==> src/rtl/mem_pkg.sv <==
// Shared types and default widths for the data-memory path.
// The store buffer queues sb_entry_t records between the CPU and the cache.
package mem_pkg;

  localparam int SB_DEPTH      = 4;
  localparam int SB_ADDR_WIDTH = 32;
  localparam int SB_DATA_WIDTH = 32;
  localparam int SB_BE_WIDTH   = SB_DATA_WIDTH / 8;

  typedef struct packed {
    logic [SB_ADDR_WIDTH-1:0] addr;
    logic [SB_BE_WIDTH-1:0]   be;
    logic [SB_DATA_WIDTH-1:0] data;
  } sb_entry_t;

endpackage

==> src/rtl/store_buffer_if.sv <==
// Memory-port bundle with waitrequest handshake, used on both the CPU and the cache side.
// The master drives the request; the slave answers with waitrequest and load data.
interface store_buffer_if
  import mem_pkg::*;
#(
  parameter int ADDR_WIDTH = SB_ADDR_WIDTH,
  parameter int DATA_WIDTH = SB_DATA_WIDTH
);

  logic [ADDR_WIDTH-1:0]   addr;
  logic                    rd;
  logic                    wr;
  logic [DATA_WIDTH/8-1:0] wr_be;
  logic [DATA_WIDTH-1:0]   wr_data;
  logic [DATA_WIDTH-1:0]   rd_data;
  logic                    waitrequest;

  modport master (output addr, rd, wr, wr_be, wr_data, input rd_data, waitrequest);
  modport slave  (input addr, rd, wr, wr_be, wr_data, output rd_data, waitrequest);

endinterface

==> src/rtl/sb_fifo.sv <==
// Synchronous FIFO of store entries with a combinational head read.
// Push while full and pop while empty are ignored.
module sb_fifo
  import mem_pkg::*;
#(
  parameter int DEPTH = SB_DEPTH,
  localparam int PW   = $clog2(DEPTH),
  localparam int CW   = $clog2(DEPTH + 1)
) (
  input  logic          clock,
  input  logic          reset_n,
  input  logic          push,
  input  sb_entry_t     push_entry,
  input  logic          pop,
  output sb_entry_t     head_entry,
  output logic          full,
  output logic          empty,
  output logic [CW-1:0] count
);

  sb_entry_t     entry_reg [DEPTH];
  logic [PW-1:0] head_reg;
  logic [PW-1:0] tail_reg;
  logic [CW-1:0] count_reg;
  logic          do_push;
  logic          do_pop;

  assign full    = (count_reg == CW'(DEPTH));
  assign empty   = (count_reg == '0);
  assign count   = count_reg;
  assign do_push = push & ~full;
  assign do_pop  = pop & ~empty;

  // Slot storage carries no reset; only the pointers and count define validity.
  for (genvar gi = 0; gi < DEPTH; gi++) begin : g_slot
    always_ff @(posedge clock) begin
      if (do_push && tail_reg == PW'(gi)) begin
        entry_reg[gi] <= push_entry;
      end
    end
  end

  always_ff @(posedge clock or negedge reset_n) begin
    if (!reset_n) begin
      head_reg  <= '0;
      tail_reg  <= '0;
      count_reg <= '0;
    end else begin
      if (do_push) tail_reg <= tail_reg + PW'(1);
      if (do_pop)  head_reg <= head_reg + PW'(1);
      case ({do_push, do_pop})
        2'b10:   count_reg <= count_reg + CW'(1);
        2'b01:   count_reg <= count_reg - CW'(1);
        default: count_reg <= count_reg;
      endcase
    end
  end

  assign head_entry = entry_reg[head_reg];

endmodule

==> src/rtl/store_buffer.sv <==
// Posted-write buffer: stores are accepted immediately while a slot is free and drain
// to the cache in order; loads wait until the buffer is empty, then pass straight through.
module store_buffer
  import mem_pkg::*;
#(
  parameter int DEPTH      = SB_DEPTH,
  parameter int ADDR_WIDTH = SB_ADDR_WIDTH,
  parameter int DATA_WIDTH = SB_DATA_WIDTH,
  localparam int CW        = $clog2(DEPTH + 1)
) (
  input  logic          clock,
  input  logic          reset_n,
  store_buffer_if.slave  cpu,
  store_buffer_if.master cache
);

  sb_entry_t               push_entry;
  sb_entry_t               head_entry;
  logic                    full;
  logic                    empty;
  logic [CW-1:0]           count;
  logic                    push;
  logic                    pop;
  logic [ADDR_WIDTH-1:0]   head_addr;
  logic [DATA_WIDTH/8-1:0] head_be;
  logic [DATA_WIDTH-1:0]   head_data;

  logic [31:0] stat_stores;
  logic [31:0] stat_full_stalls;
  logic [31:0] stat_load_stalls;

  // A simultaneous load wins; the store half of an illegal rd+wr is dropped.
  assign push = cpu.wr & ~cpu.rd & ~full;
  assign pop  = ~empty & ~cache.waitrequest;

  assign push_entry.addr = cpu.addr;
  assign push_entry.be   = cpu.wr_be;
  assign push_entry.data = cpu.wr_data;

  assign head_addr = head_entry.addr;
  assign head_be   = head_entry.be;
  assign head_data = head_entry.data;

  sb_fifo #(.DEPTH(DEPTH)) u_fifo (
    .clock      (clock),
    .reset_n    (reset_n),
    .push       (push),
    .push_entry (push_entry),
    .pop        (pop),
    .head_entry (head_entry),
    .full       (full),
    .empty      (empty),
    .count      (count)
  );

  assign cpu.rd_data = cache.rd_data;

  always_comb begin
    cache.addr      = cpu.addr;
    cache.rd        = 1'b0;
    cache.wr        = 1'b0;
    cache.wr_be     = '0;
    cache.wr_data   = '0;
    cpu.waitrequest = 1'b0;
    if (!empty) begin
      cache.wr        = 1'b1;
      cache.addr      = head_addr;
      cache.wr_be     = head_be;
      cache.wr_data   = head_data;
      cpu.waitrequest = cpu.rd | (cpu.wr & full);
    end else if (cpu.rd) begin
      cache.rd        = 1'b1;
      cpu.waitrequest = cache.waitrequest;
    end
  end

  always_ff @(posedge clock or negedge reset_n) begin
    if (!reset_n) begin
      stat_stores      <= '0;
      stat_full_stalls <= '0;
      stat_load_stalls <= '0;
    end else begin
      if (push)             stat_stores      <= stat_stores + 32'd1;
      if (cpu.wr && full)   stat_full_stalls <= stat_full_stalls + 32'd1;
      if (cpu.rd && !empty) stat_load_stalls <= stat_load_stalls + 32'd1;
    end
  end

endmodule
==> src/flat_wrapper.sv <==
// flat-port wrapper written by rule: the top's interface ports become plain ports
module store_buffer_flat import mem_pkg::*;
#(
  parameter int DEPTH      = SB_DEPTH,
  parameter int ADDR_WIDTH = SB_ADDR_WIDTH,
  parameter int DATA_WIDTH = SB_DATA_WIDTH,
  localparam int CW        = $clog2(DEPTH + 1)
)
  (clock, reset_n, cpu_addr, cpu_rd, cpu_wr, cpu_wr_be, cpu_wr_data, cpu_rd_data, cpu_waitrequest, cache_addr, cache_rd, cache_wr, cache_wr_be, cache_wr_data, cache_rd_data, cache_waitrequest);
  store_buffer_if #(.ADDR_WIDTH(ADDR_WIDTH), .DATA_WIDTH(DATA_WIDTH)) cpu_i ();
  store_buffer_if #(.ADDR_WIDTH(ADDR_WIDTH), .DATA_WIDTH(DATA_WIDTH)) cache_i ();
  input  logic clock;
  input  logic reset_n;
  input wire logic [$bits(cpu_i.addr)-1:0] cpu_addr;
  input wire logic [$bits(cpu_i.rd)-1:0] cpu_rd;
  input wire logic [$bits(cpu_i.wr)-1:0] cpu_wr;
  input wire logic [$bits(cpu_i.wr_be)-1:0] cpu_wr_be;
  input wire logic [$bits(cpu_i.wr_data)-1:0] cpu_wr_data;
  output wire logic [$bits(cpu_i.rd_data)-1:0] cpu_rd_data;
  output wire logic [$bits(cpu_i.waitrequest)-1:0] cpu_waitrequest;
  output wire logic [$bits(cache_i.addr)-1:0] cache_addr;
  output wire logic [$bits(cache_i.rd)-1:0] cache_rd;
  output wire logic [$bits(cache_i.wr)-1:0] cache_wr;
  output wire logic [$bits(cache_i.wr_be)-1:0] cache_wr_be;
  output wire logic [$bits(cache_i.wr_data)-1:0] cache_wr_data;
  input wire logic [$bits(cache_i.rd_data)-1:0] cache_rd_data;
  input wire logic [$bits(cache_i.waitrequest)-1:0] cache_waitrequest;
  assign cpu_i.addr = cpu_addr;
  assign cpu_i.rd = cpu_rd;
  assign cpu_i.wr = cpu_wr;
  assign cpu_i.wr_be = cpu_wr_be;
  assign cpu_i.wr_data = cpu_wr_data;
  assign cpu_rd_data = cpu_i.rd_data;
  assign cpu_waitrequest = cpu_i.waitrequest;
  assign cache_addr = cache_i.addr;
  assign cache_rd = cache_i.rd;
  assign cache_wr = cache_i.wr;
  assign cache_wr_be = cache_i.wr_be;
  assign cache_wr_data = cache_i.wr_data;
  assign cache_i.rd_data = cache_rd_data;
  assign cache_i.waitrequest = cache_waitrequest;
  store_buffer #(.DEPTH(DEPTH), .ADDR_WIDTH(ADDR_WIDTH), .DATA_WIDTH(DATA_WIDTH)) u_core (.clock(clock), .reset_n(reset_n), .cpu(cpu_i), .cache(cache_i));
endmodule
==> config.mk <==
export PLATFORM = sky130hd
export DESIGN_NAME = store_buffer_flat
export DESIGN_NICKNAME = d
export VERILOG_FILES = /design/src/rtl/mem_pkg.sv /design/src/rtl/store_buffer_if.sv /design/src/rtl/sb_fifo.sv /design/src/rtl/store_buffer.sv /design/src/flat_wrapper.sv
export SDC_FILE = /design/constraint.sdc
export NUM_CORES = 1
export LEC_CHECK = 0
export CORE_MARGIN = 2
export CORE_UTILIZATION = 47
export CTS_BUF_LIST = sky130_fd_sc_hd__clkbuf_4
export DETAILED_ROUTE_END_ITERATION = 16
export GPL_ROUTABILITY_DRIVEN = 0
export GPL_TIMING_DRIVEN = 0
export PLACE_DENSITY_LB_ADDON = 0.25
export SETUP_SLACK_MARGIN = 0.2
export SYNTH_ARGS = -nofsm -noshare
export SYNTH_HDL_FRONTEND = slang
export SYNTH_SLANG_ARGS = --single-unit
export TNS_END_PERCENT = 50
==> constraint.sdc <==
create_clock -name clock -period 8.9 [get_ports clock]
set_input_delay 0.89 -clock clock [delete_from_list [all_inputs] [get_ports clock]]
set_output_delay 0.89 -clock clock [all_outputs]
set_load 0.02 [all_outputs]
==> impl_metrics.csv <==
group,metric,value,unit
setup_path,crit_path_max_incr_delay,560,ps
setup_path,path_class,"reg -> out",
logic_synthesis,synth_nets,619,
global_routing,first_global_vias,6298,
placement,pre_cts_ws,5550,ps
setup_path,crit_fanout,10,
drt,drt_first_iter_violations,365,
placement,dp.final_hpwl,13.5,mm
global_routing,grt_first_pass_wirelength,34.0,mm
logic_synthesis,seq_area_frac_synth,74.0,%
die,die_w,159,µm
logic_synthesis,syn_inst,508,
logic_synthesis,ys_ff_latch,279,
setup_path,critPathCaptureType,"primary output",
cts,cts.clk_slew.worst_paths,60,ps
cts,htreeDepth,3,
finish,fillers,1728,
logic_synthesis,syn-cell-area,11300,µm²
die,dieHeight,159,µm
timing,setup_tns,0,ps
die,core_area,23500,µm²
power,power,4.66,mW
setup_path,crit_path_top_delay_cell,"clkdlybuf4s50_1",
timing,finClkSkew,22.6,ps
cts,numCtsBuffers,71,
die,ios,208,
cts,cts_tree,"done",
cts,cts_resized,0,
cts,clock_sink_count,279,
global_routing,grt_max_degree,36,
flow_run,maxCapViolCount,0,
finish,seq_area,8340,µm²
power,p_leak,5.01,nW
drt,vias,5721,
timing,timing.slew.headroom,55.3,%
drt,drc,0,
timing,worst_pin_slew,670,ps
placement,post_dp_cell_area,13500,µm²
finish,drive_above_1_share,33.0,%
global_routing,antenna_found_initial,1,
setup_path,reg2reg_from,"u_core.u_fifo.count[0]",
setup_path,required,8010,ps
power,irDropWorstVdd,0.000203,V
global_routing,track_usage,17.4,%
setup_path,path_cells,"buf_2 -> clkbuf_1 -> mux4_2 -> mux2_4 -> clkdlybuf4s50_1",
timing,fmax,0.261,GHz
timing,finalSetupViolations,0,
drt,ant_nets,0,
timing,finalMaxSlewViolations,0,
timing,period_minus_slack,3840,ps
finish,largest_register_ffs,272,
cts,cts-root-buf,"clkbuf_4",
cts,cts_max_path_buffers,3,
min_path,hold_path_class,"in -> async",
drt,drt_first_pass_iters,4,
setup_path,critPathLaunch,"u_core.u_fifo.head_reg[1]",
cts,clock_latency,630,ps
logic_synthesis,ys_types,24,
drt,routedWlPerCell,19.0,µm
global_routing,grt_overflow,0,
run_status,status,"finished clean",
logic_synthesis,yosys_warnings,0,
setup_path,critPathArrivalTime,2950,ps
die,row_count,56,
setup_path,r2r_setup_slack,6560,ps
timing,finalHoldViolCount,0,
setup_path,rr_worst_depth,4,
cts,cts_hold_buffers,0,
die,dieArea,25200,µm²
setup_path,path_buf_inv,3,
timing,finalWorstSetupSlack,5060,ps
setup_path,cp-start-kind,"flop",
logic_synthesis,avgSynthCellArea,22.2,µm²
power,power_density,323,nW/µm²
finish,multi_input_area,2490,µm²
drt,routed_wl,21.5,mm
timing,rsz0062_at_grt,"false",
finish,stdcell_area,14400,µm²
finish,fin_nets,871,
timing,period_share,43.1,%
die,initial_core_util,47.9,%
placement,numPortBuffers,175,
setup_path,crit_family,"buffers and inverters",
finish,syn_to_final_growth,28.0,%
cts,cts_setup_buffers,0,
drt,vias_per_cell,5.06,
setup_path,r2r-end,"u_core.u_fifo.entry_reg[3][36]",
[worst max path at each step]
stage / end / slack, ps / cells past startpoint
floorplan: u_core.u_fifo.entry_reg[0][0] / 5470 / 3
global placement: u_core.u_fifo.entry_reg[1][36] / 3670 / 4
detailed placement: u_core.u_fifo.entry_reg[3][36] / 5550 / 5
CTS: cache_addr[3] / 4940 / 5
global route: cache_wr_data[15] / 4840 / 6
finish: cache_addr[3] / 5060 / 5
[synth_stat cells]
| master | n | area share, % |
|---|---|---|
| nand2_1 | 1 | 0.033 |
| xnor2_1 | 2 | 0.16 |
| buf_4 | 36 | 2.4 |
| edfxtp_1 | 272 | 72 |
| mux2_4 | 32 | 4.3 |
| o21ai_0 | 1 | 0.044 |
| inv_1 | 7 | 0.23 |
| fa_1 | 1 | 0.18 |
| buf_6 | 1 | 0.10 |
| nor3_2 | 1 | 0.089 |
| and2_1 | 41 | 2.3 |
| nor2_1 | 4 | 0.13 |
| nor3b_1 | 1 | 0.067 |
| ha_1 | 5 | 0.55 |
| a21oi_1 | 3 | 0.13 |
| clkbuf_1 | 7 | 0.23 |
| buf_12 | 4 | 0.71 |
| or3_1 | 1 | 0.056 |
| xor2_1 | 4 | 0.31 |
| mux4_2 | 68 | 14 |
| dfrtp_1 | 7 | 1.6 |
| buf_2 | 7 | 0.31 |
| mux2_2 | 1 | 0.10 |
| nand2b_1 | 1 | 0.056 |
[cell type report]
type                    instances  share of cell area (%)
plain buffers                  55                    2.93
repair buffers                179                    12.7
inverters                       7                   0.182
clock inverters                18                   0.841
flip-flops and latches        279                    57.8
multi-input cells             167                    17.3
clock buffers                 105                    5.46
well taps                     319                    2.77
diodes                          1                  0.0173
[per-layer routing]
metal | track usage [%] | share of wire [%] | vias up
met5 | 0 | 0 | -
met4 | 6.28 | 1.7 | 0
met3 | 6.43 | 8.1 | 38
met2 | 29.2 | 50 | 240
met1 | 20.8 | 40 | 2869
li1 | - | - | 2574
[where the power goes]
part / switching, mW / internal (mW) / total (mW) / leakage, nW
Clock: 0.476 / 0.596 / 1.07 / 0.541
Sequential: 0.0399 / 1.60 / 1.64 / 2.55
Combinational: 0.914 / 1.03 / 1.95 / 1.92
Total: 1.43 / 3.23 / 4.66 / 5.01
[cell usage in the layout, fill, tap and decap left out, drive strengths merged, types with 2 or more instances in the layout]
master and n:
buf 52, mux2 33, clkbuf 112, clkdlybuf4s50 175
xor2 4, and2 41, nor2 4, mux4 68
clkinv 15, edfxtp 272, ha 5, dfrtp 7
xnor2 2, a21oi 3, inv 8, bufinv 2
[cells by family (layout without fill, tap and decap cells)]
kind of cell | after synthesis | after routing | share of synthesized area (%)
flops | 279 | 279 | 74.0
mux | 101 | 101 | 17.9
buf+inv | 62 | 364 | 3.98
simple gates | 50 | 50 | 2.71
fa+ha+maj | 6 | 6 | 0.732
xor+xnor | 6 | 6 | 0.466
compound gates | 4 | 4 | 0.177
other cells | 0 | 1 | 0
[through the flow]
step,std cells,hold WS [ps],utilization (%)
2_1_floorplan,508,501,-
3_3_place_gp,1002,524,57.0
3_5_place_dp,1006,524,57.4
4_1_cts,1129,471,61.3
5_1_grt,1130,473,61.3
6_report,1130,536,61.3
Note: power is estimated with default switching activity, not from simulation.
